<file path="config.mk">
export PLATFORM = sky130hd
export DESIGN_NAME = lzc_norm_pipe
export DESIGN_NICKNAME = d
export VERILOG_FILES = /design/src/rtl/lzc_norm_pipe.sv
export SDC_FILE = /design/constraint.sdc
export NUM_CORES = 1
export LEC_CHECK = 0
export ABC_AREA = 1
export CAP_MARGIN = 20
export CORE_UTILIZATION = 59
export CTS_BUF_LIST = sky130_fd_sc_hd__clkbuf_4
export CTS_CLUSTER_SIZE = 40
export DETAILED_ROUTE_END_ITERATION = 6
export PLACE_DENSITY_LB_ADDON = 0.05
export RECOVER_POWER = 50
export SLEW_MARGIN = 20
export SYNTH_ARGS = -nofsm -noshare
export SYNTH_HDL_FRONTEND = slang
export SYNTH_SLANG_ARGS = --single-unit
</file>
<file path="constraint.sdc">
create_clock -name clk -period 8.7 [get_ports clk]
set_clock_uncertainty 0.15 [all_clocks]
set_input_delay 0.87 -clock clk [delete_from_list [all_inputs] [get_ports clk]]
set_output_delay 0.87 -clock clk [all_outputs]
set_load 0.01 [all_outputs]
</file>
<file path="src/rtl/lzc_norm_pipe.sv">
// rtl/lzc_norm_pipe.sv - two-stage leading-digit counter and normaliser with valid/ready handshake
// S1 registers per-byte partial counts; S2 merges them, shifts, and registers the result.
module lzc_norm_pipe #(
  parameter int WIDTH = 64,
  parameter int TAG_W = 8,
  localparam int CNT_W = $clog2(WIDTH) + 1
) (
  input  logic             clk,
  input  logic             rst,
  input  logic             in_valid,
  output logic             in_ready,
  input  logic [WIDTH-1:0] in_data,
  input  logic             in_ones,
  input  logic [TAG_W-1:0] in_tag,
  output logic             out_valid,
  input  logic             out_ready,
  output logic [CNT_W-1:0] out_cnt,
  output logic [WIDTH-1:0] out_norm,
  output logic             out_all,
  output logic [TAG_W-1:0] out_tag
);

  localparam int NG = WIDTH / 8;

  logic                 advance;
  logic [WIDTH-1:0]     inv;
  logic [NG-1:0][3:0]   g_cnt;
  logic [NG-1:0]        g_all;

  logic                 s1_valid;
  logic [WIDTH-1:0]     s1_data;
  logic [TAG_W-1:0]     s1_tag;
  logic [NG-1:0][3:0]   s1_pcnt;
  logic [NG-1:0]        s1_pall;

  logic [CNT_W-1:0]     cnt;
  logic                 stop;
  logic [WIDTH-1:0]     norm;

  assign advance  = !out_valid || out_ready;
  assign in_ready = advance && !rst;

  // Ones mode counts leading zeros of the inverted word; the shift uses the original data.
  assign inv = in_data ^ {WIDTH{in_ones}};

  always_comb begin
    g_cnt = '0;
    g_all = '0;
    for (int g = 0; g < NG; g++) begin
      g_cnt[g] = 4'd8;
      g_all[g] = 1'b1;
      for (int i = 0; i < 8; i++) begin
        if (inv[g*8+i]) begin
          g_cnt[g] = 4'(7 - i);
          g_all[g] = 1'b0;
        end
      end
    end
  end

  // Accumulate byte counts from the MSB group down until the first group holding the other digit.
  always_comb begin
    cnt  = '0;
    stop = 1'b0;
    for (int g = NG - 1; g >= 0; g--) begin
      if (!stop) cnt = cnt + CNT_W'(s1_pcnt[g]);
      if (!s1_pall[g]) stop = 1'b1;
    end
  end

  assign norm = s1_data << cnt;

  always_ff @(posedge clk) begin
    if (advance) begin
      s1_data <= in_data;
      s1_tag  <= in_tag;
      s1_pcnt <= g_cnt;
      s1_pall <= g_all;
    end
  end

  always_ff @(posedge clk) begin
    if (rst) begin
      s1_valid  <= 1'b0;
      out_valid <= 1'b0;
      out_cnt   <= '0;
      out_norm  <= '0;
      out_all   <= 1'b0;
      out_tag   <= '0;
    end else if (advance) begin
      s1_valid  <= in_valid;
      out_valid <= s1_valid;
      out_cnt   <= cnt;
      out_norm  <= norm;
      out_all   <= (cnt == CNT_W'(WIDTH));
      out_tag   <= s1_tag;
    end
  end

endmodule

</file>
==> results of run 1 <==
-- per-layer routing --
metal,wire (µm),track usage,up-vias
li1,-,-,6252
met1,15400,0.431,5842
met2,18200,0.576,564
met3,2610,0.0555,86
met4,1160,0.119,0
met5,0,0,-
-- cell usage after synthesis, types with 19 or more instances --
| library cell | number |
|---|---|
| buf_2 | 36 |
| inv_1 | 97 |
| dfxtp_1 | 82 |
| nor2_1 | 46 |
| a22o_1 | 24 |
| o21ai_1 | 22 |
| xnor2_1 | 50 |
| o21ai_0 | 24 |
| clkbuf_1 | 23 |
| edfxtp_1 | 104 |
| nand2_1 | 458 |
| xor2_1 | 19 |
| ha_1 | 29 |
| nand3_1 | 547 |
| a21oi_1 | 52 |
-- flip-flops by register name, summed over array words and instances (netlist names) --
register,cells
s1_tag,8
out_valid,1
s1_data,64
s1_valid,1
out_norm,64
s1_pcnt,32
out_tag,8
out_all,1
out_cnt,7
-- worst register-to-register path: cells and delay by family, from the launching register on --
| kind | cells | cell delay [ns] |
|---|---|---|
| compound gates | 1 | 0.70 |
| flops | 1 | 0.45 |
| fa+ha+maj | 8 | 3.53 |
| simple gates | 21 | 2.65 |
| buf+inv | 4 | 0.46 |
-- final timing paths --
check	from	end	slack (ns)
setup reg to reg	s1_pcnt[28]	out_norm[49]	0.70
hold / removal	out_norm[35]	out_norm[35]	0.31
hold reg to reg	out_norm[35]	out_norm[35]	0.31
setup / recovery	s1_pcnt[28]	out_norm[49]	0.70
-- through the flow --
stage	std cells	cell area (µm²)	utilization	setup WS [ns]	hold slack [ns]
5_1_grt	2156	14800	0.697	0.161	0.333
6_report	2156	14800	0.697	0.695	0.311
3_3_place_gp	2122	14500	0.682	0.713	0.282
4_1_cts	2154	14800	0.697	0.503	0.314
2_1_floorplan	1765	13000	-	1.61	0.269
3_5_place_dp	2122	14500	0.682	0.535	0.286
-- cells by family after synthesis --
logic type / synth area share
adder cells (fa/ha/maj): 0.0388
AND/OR/NAND/NOR: 0.404
AO/OA/AOI/OAI: 0.0664
flip-flops: 0.368
buffers and inverters: 0.0741
XOR/XNOR: 0.0488
-- power by group --
| group | switching [mW] | internal (mW) |
|---|---|---|
| combinational | 0.644 | 0.383 |
| sequential | 0.0605 | 1.03 |
| clock | 0.359 | 0.165 |
-- placed cells by master, fill, tap and decap left out, types with 16 or more instances in the layout --
cell type and instances:
a21oi_1 52, a22o_1 24, buf_4 16, clkbuf_4 17, clkdlybuf4s50_1 33, dfxtp_1 82, dlygate4sd3_1 124, edfxtp_1 104
ha_1 29, inv_1 97, nand2_1 458, nand3_1 547, nor2_1 46, o21ai_0 24, o21ai_1 22, xnor2_1 50
xor2_1 19
-- cell type report --
type	count	area [µm²]	share of cell area
multi-input combinational	1375	7240	0.488
sequential	186	4760	0.321
timing repair buffer	177	1740	0.117
inverter	110	432	0.0291
tap	275	344	0.0232
clock inverter	15	195	0.0132
clock buffer	17	128	0.00860
antenna	1	2.50	0.000169
-- repair_timing --
action / in CTS / in global routing
setup endpoints to repair: 0 / 11
buffers inserted: 0 / 1
hold buffers: 0 / 0
==> flow_metrics.tcl, run 1 <==
set metrics [dict create \
    firstDrtPassIters 7 \
    worstSetupStartpointType "register" \
    hold_depth 2 \
    syn-cell-area_mm2 0.0130 \
    clock_latency_ns 0.60 \
    yosysTopAreaCell "edfxtp_1" \
    grt_pass1_vias 11700 \
    core_area_mm2 0.0213 \
    io_pins 159 \
    synth_sequential_area_ratio 0.368 \
    start_util 0.608 \
    required_ns 9.07 \
    cts_inserted_buffers 17 \
    cts_num_sinks 186 \
    fmax_mhz 125 \
    areaGrowthSynthToFinish_pct 14.6 \
    wire_per_inst_um 17.3 \
    setup_viol 0 \
    grtUsageTotal 0.338 \
    fin_crit_sh 0.920 \
    reg2regPathDepth 34 \
    cts_resized 0 \
    ys_types 46 \
    tritoncts "done" \
    drv_cap 2 \
    fin_crit_ns 8.00 \
    grt_pass1_wl_um 59000 \
    syn_area_per_cell_um2 7.34 \
    worst_pin_slew_ns 3.74 \
    ant_nets 0 \
    maxSlewHeadroom -1.49 \
    fillers 1778 \
    gp_congestion 0.957 \
    path_class "reg2reg" \
    drc_errors 5 \
    synthFlopType "edfxtp_1" \
    synth_top_area_share 0.241 \
    crit_top_cell "nand2_1" \
    rsz0062_at_grt "no" \
    critPathMaxStageDelay_ns 0.70 \
    critical_path.max_fanout 34 \
    yosysWarnings 0 \
    hold_viol 0 \
    tns_ns 0 \
    die_w_um 150 \
    vias_per_cell 5.91 \
    grt_max_degree 84 \
    die-area_mm2 0.0225 \
    antenna_found_initial 1 \
    dieHeight_um 150 \
    status "complete, but fails checks" \
    critPathCaptureType "register" \
    max-vdd-ir-drop_uv 110 \
    rows 53 \
    worstHoldPathType "reg2reg" \
    syn_inst 1765 \
    root_buffer "clkbuf_4" \
    wl_um 37400 \
    synthesis.nets 1878 \
    drtIter0Drc 1188 \
    yosys_register_bits 186 \
    overflow 0 \
    async_flop_share 0 \
    synth_edf_count 104 \
    crit_cells 34 \
    crit_family "adder cells" \
    critical-path-slowest-cell "o21ai_4" \
    cts_max_path_buffers 2 \
    cts_max_level 4 \
    finalPower_mw 2.65 \
    yosys-top-cells-area "edfxtp_1 (24%), nand3_1 (21%), nand2_1 (13%), dfxtp_1 (13%), xnor2_1 (3.4%)" \
    cellLeakagePower_nw 6.76 \
    path_clk_slew_ns 0.19 \
    critPathBufInv 4 \
    io_buffers 158 \
    violations "DRC, capacitance limit, slew limit" \
    drive_gt1_frac 0.0574 \
    vias 12700 \
    dp_hpwl_um 28900 \
    nNetsFinal 1980 \
    cp.arrival_ns 8.38 \
    power_density_mw_per_mm2 178 \
    slew_viol_final 57 \
]
(Power assumes the default switching activity.)
==> run 2: changes to the inputs <==
--- a/config.mk
+++ b/config.mk
@@ -6,6 +6,7 @@
 export NUM_CORES = 1
 export LEC_CHECK = 0
 export ABC_AREA = 1
+export ABC_CLOCK_PERIOD_IN_PS = 8700
 export CAP_MARGIN = 20
 export CORE_UTILIZATION = 59
 export CTS_BUF_LIST = sky130_fd_sc_hd__clkbuf_4
==> results of run 2 <==
Final layout, timing and power as in run 1 (identical DEF).
